**src/rtl/sequence_gen_serial.sv**
```systemverilog
// Serial pattern transmitter: shifts a latched SEQ_W-bit pattern out MSB first,
// repeated max(reps,1) times with GAP idle cycles between repetitions.
module sequence_gen_serial #(
   parameter int SEQ_W = 4,
   parameter int CNT_W = 8,
   parameter int GAP   = 0
) (
   input  logic             clk,
   input  logic             rst,
   input  logic             start,
   input  logic [SEQ_W-1:0] pattern,
   input  logic [CNT_W-1:0] reps,
   input  logic             abort,
   output logic             data,
   output logic             valid,
   output logic             busy,
   output logic             done,
   output logic [1:0]       state_dbg
);

   localparam int BW = $clog2(SEQ_W);
   localparam int GW = (GAP > 1) ? $clog2(GAP) : 1;
   localparam logic [BW-1:0] BIT_MSB  = BW'(SEQ_W - 1);
   localparam logic [GW-1:0] GAP_LAST = GW'((GAP > 0) ? GAP - 1 : 0);

   // Handshake: start is a level sampled only while idle; no ready signal is
   // returned, busy=1 tells the requester that further starts are dropped.
   typedef enum logic [1:0] {
      S_IDLE = 2'd0,
      S_SEND = 2'd1,
      S_GAP  = 2'd2
   } state_t;

   state_t           state, state_n;
   logic [SEQ_W-1:0] pat, pat_n;
   logic [BW-1:0]    bit_idx, bit_idx_n;
   logic [CNT_W-1:0] rem, rem_n;
   logic [GW-1:0]    gap_cnt, gap_cnt_n;
   logic             data_n, valid_n, busy_n, done_n;

   assign state_dbg = state;

   always_ff @(posedge clk) begin
      if (rst) begin
         state   <= S_IDLE;
         pat     <= '0;
         bit_idx <= '0;
         rem     <= '0;
         gap_cnt <= '0;
         data    <= 1'b0;
         valid   <= 1'b0;
         busy    <= 1'b0;
         done    <= 1'b0;
      end else begin
         state   <= state_n;
         pat     <= pat_n;
         bit_idx <= bit_idx_n;
         rem     <= rem_n;
         gap_cnt <= gap_cnt_n;
         data    <= data_n;
         valid   <= valid_n;
         busy    <= busy_n;
         done    <= done_n;
      end
   end

   // rem counts repetitions still to finish; rem==0 while in SEND means the
   // last bit has gone out and this edge only raises done.
   always_comb begin
      state_n   = state;
      pat_n     = pat;
      bit_idx_n = bit_idx;
      rem_n     = rem;
      gap_cnt_n = gap_cnt;
      data_n    = 1'b0;
      valid_n   = 1'b0;
      busy_n    = 1'b0;
      done_n    = 1'b0;
      case (state)
         S_IDLE: begin
            if (start && !abort) begin
               pat_n     = pattern;
               rem_n     = (reps == '0) ? CNT_W'(1) : reps;
               bit_idx_n = BIT_MSB;
               busy_n    = 1'b1;
               state_n   = S_SEND;
            end
         end
         S_SEND: begin
            if (rem == '0) begin
               done_n  = 1'b1;
               state_n = S_IDLE;
            end else begin
               busy_n  = 1'b1;
               data_n  = pat[bit_idx];
               valid_n = 1'b1;
               if (bit_idx == '0) begin
                  rem_n     = rem - CNT_W'(1);
                  bit_idx_n = BIT_MSB;
                  if (rem > CNT_W'(1) && GAP > 0) begin
                     gap_cnt_n = GAP_LAST;
                     state_n   = S_GAP;
                  end
               end else begin
                  bit_idx_n = bit_idx - BW'(1);
               end
            end
         end
         S_GAP: begin
            busy_n = 1'b1;
            if (gap_cnt == '0) state_n = S_SEND;
            else gap_cnt_n = gap_cnt - GW'(1);
         end
         default: state_n = S_IDLE;
      endcase
      if (abort && state != S_IDLE) begin
         state_n = S_IDLE;
         data_n  = 1'b0;
         valid_n = 1'b0;
         busy_n  = 1'b0;
         done_n  = 1'b0;
      end
   end

endmodule

```
**config.mk**
```make
export PLATFORM = sky130hd
export DESIGN_NAME = sequence_gen_serial
export DESIGN_NICKNAME = d
export VERILOG_FILES = /design/src/rtl/sequence_gen_serial.sv
export SDC_FILE = /design/constraint.sdc
export NUM_CORES = 1
export LEC_CHECK = 0
export CORE_MARGIN = 4
export CORE_UTILIZATION = 49
export DETAILED_ROUTE_END_ITERATION = 7
export HOLD_SLACK_MARGIN = 0.05
export PLACE_DENSITY_LB_ADDON = 0.05
export SYNTH_ARGS = -nofsm -noshare
export SYNTH_HDL_FRONTEND = slang
export SYNTH_SLANG_ARGS = --single-unit
```
**constraint.sdc**
```tcl
create_clock -name clk -period 2.46 [get_ports clk]
set_clock_uncertainty 0.15 [all_clocks]
set_input_delay 0.492 -clock clk [delete_from_list [all_inputs] [get_ports clk]]
set_output_delay 0.492 -clock clk [all_outputs]
set_load 0.01 [all_outputs]
```
==> metrics.csv <==
metric,value,unit
hp-class,reg2reg,
cts_buffers,3,
postCtsHoldBufs,0,
rsz0062_at_grt,false,
grt_max_degree,13,
diodes,0,
syn_area,1030,um2
relSlewSlack,62.9,%
path_max_fanout,9,
criticalPathCategory,reg2out,
power_density,579,nW/um2
ff2ff_path_depth,4,
first_iter_violations,24,
io_buffers,20,
ios,22,
synth_edf_count,0,
reg2reg_to,rem[5],
cpLargestDelayFamily,buffers and inverters,
crit_start,state_dbg[0],
drv_cap,0,
path_clk_slew,110,ps
routedWlPerCell,14.1,um
drt-total-wl,2.32,mm
crit_chain,clkdlybuf4s50_1,
slew_viol_final,0,
cp_data_required_time,1820,ps
yosys.area.top_type,dfxtp_1,
syn_inst,116,
cp-start-kind,flop,
grt_pass1_wl,4.02,mm
ys_seq_area_share,37.0,%
path_buf_inv,1,
vias,940,
cts_tree,done,
yosys-top-cells-area,"dfxtp_1 (37%), a21oi_1 (6.3%), nand2_1 (5.5%)",
die-area,2900,um2
drc,0,
grt.overflow.total,0,
start_util,51.9,%
final_nets,157,
area_delta_synth_final,23.1,%
core_area,1980,um2
max_freq,0.481,GHz
synthTopCellsByCount,"dfxtp_1 (19), nand2_1 (15), a21oi_1 (13)",
period_minus_slack,2080,ps
fp.dieH,53.8,um
p_leak,0.450,nW
fin_setup_tns,0,ps
clock_latency,300,ps
yosysWarnings,0,
fp.dieW,53.8,um
worst_pin_slew,552,ps
multi_input_area,568,um2
ir_drop,326,uV
clockBufferDepth,2,
cts_setup_buffers,0,
gp_routability_congestion,0.890,
fillerInstances,179,
ff2ff_setup_slack,540,ps
clock-sinks,19,
layout-drive-gt1-share,10.2,%
period_share,84.5,%
cpPeakStageDelay,610,ps
ys_seq_elements,19,
cts_resized,0,
status,"complete, no violations",
cts_root_buf,clkbuf_4,
hold_violations,0,
syn_area_per_cell,8.87,um2
dr.pass1.iters,4,
r2r-start,state_dbg[0],
synthArstFlopShare,0,%
ant_nets,0,
antenna_found_initial,0,
htree_levels,1,
cp_slowest_cell,clkdlybuf4s50_1,
viasPerCell,5.73,
setup_viol,0,
cp_data_arrival_time,1440,ps
crit_path_end,state_dbg[0],
cp.depth,1,
grt_pass1_vias,879,
grt_usage,19.4,%
mappedNetlistNets,135,
core.rowCount,16,
utilization,63.9,%
post-dp-hpwl,1.78,mm
yosysMostFrequentCell,dfxtp_1,
endpoint_kind,output pin,
regArea,380,um2
yosysTopAreaCellShare,37.0,%
ys.flop_type,dfxtp_1,
synth_cell_types,38,
[placed cells by master, fill, tap and decap left out, types with 4 or more instances in the layout]
cell             count
nor3b_1              4
nor2_1               6
dfxtp_1             19
a21oi_1             13
nand2_1             15
nor3_1               5
o21ai_0              5
buf_4                5
clkdlybuf4s50_1     20
a211oi_1             5
inv_1                5
[through the flow]
stage          hold WS (ps)  setup slack, ps  area [um2]  power [mW]  std cells
2_1_floorplan           283              689        1030       0.507        116
3_3_place_gp            292              189        1240       0.576        160
3_5_place_dp            299              145        1240       0.579        160
4_1_cts                 314              375        1270       0.741        164
5_1_grt                 334              297        1270       0.780        164
6_report                310              381        1270       0.733        164
[how the worst min path moves through the flow]
stage	from	end	slack, ps	depth (start not counted)
floorplan	pat[2]	pat[2]	280	2
global placement	pat[0]	pat[0]	290	2
detailed placement	pat[3]	pat[3]	300	2
CTS	pat[3]	pat[3]	310	2
global route	pat[3]	pat[3]	330	2
finish	pat[3]	pat[3]	310	2
[layer usage]
layer	share of wire [%]	global-route usage, %	vias to the layer above	wire, um
met1	45	25.8	430	1040
met5	0	0	-	0
met4	0.99	8.94	0	23
met2	46	31.0	39	1070
met3	8.1	2.49	2	188
li1	-	-	469	-
[cells by family after synthesis]
kind of cell,synth area share (%)
AOI/OAI and AO/OA,24.5
adders and majority gates,3.65
buffers and inverters,7.78
DFF,37.0
muxes,2.19
other,0.365
and+or+nand+nor,24.6
[area by class of cell]
class	count	area share, %
clock buffers	3	1.78
clock inverters	1	0.395
inverters	5	1.48
multi-input cells	84	44.9
flip-flops and latches	19	30.0
well taps	27	2.67
repair buffers	25	18.8
[sequential cells by signal, indices dropped and copies added (netlist names)]
name       flops
valid          1
pat            4
busy           1
state_dbg      1
data           1
rem            8
bit_idx        2
done           1
[worst register-to-register path, stage by stage (launching register included)]
cell	delay [ps]
dfxtp_1	540
buf_4	240
nor3b_1	460
a32oi_1	200
o31ai_1	250
[where the power goes]
part	total (mW)	switching, mW	leakage, nW	internal, mW
combinational	0.216	0.111	0.277	0.105
clock	0.158	0.0979	0.0177	0.0605
sequential	0.358	0.0267	0.156	0.331
(Power assumes the default switching activity.)
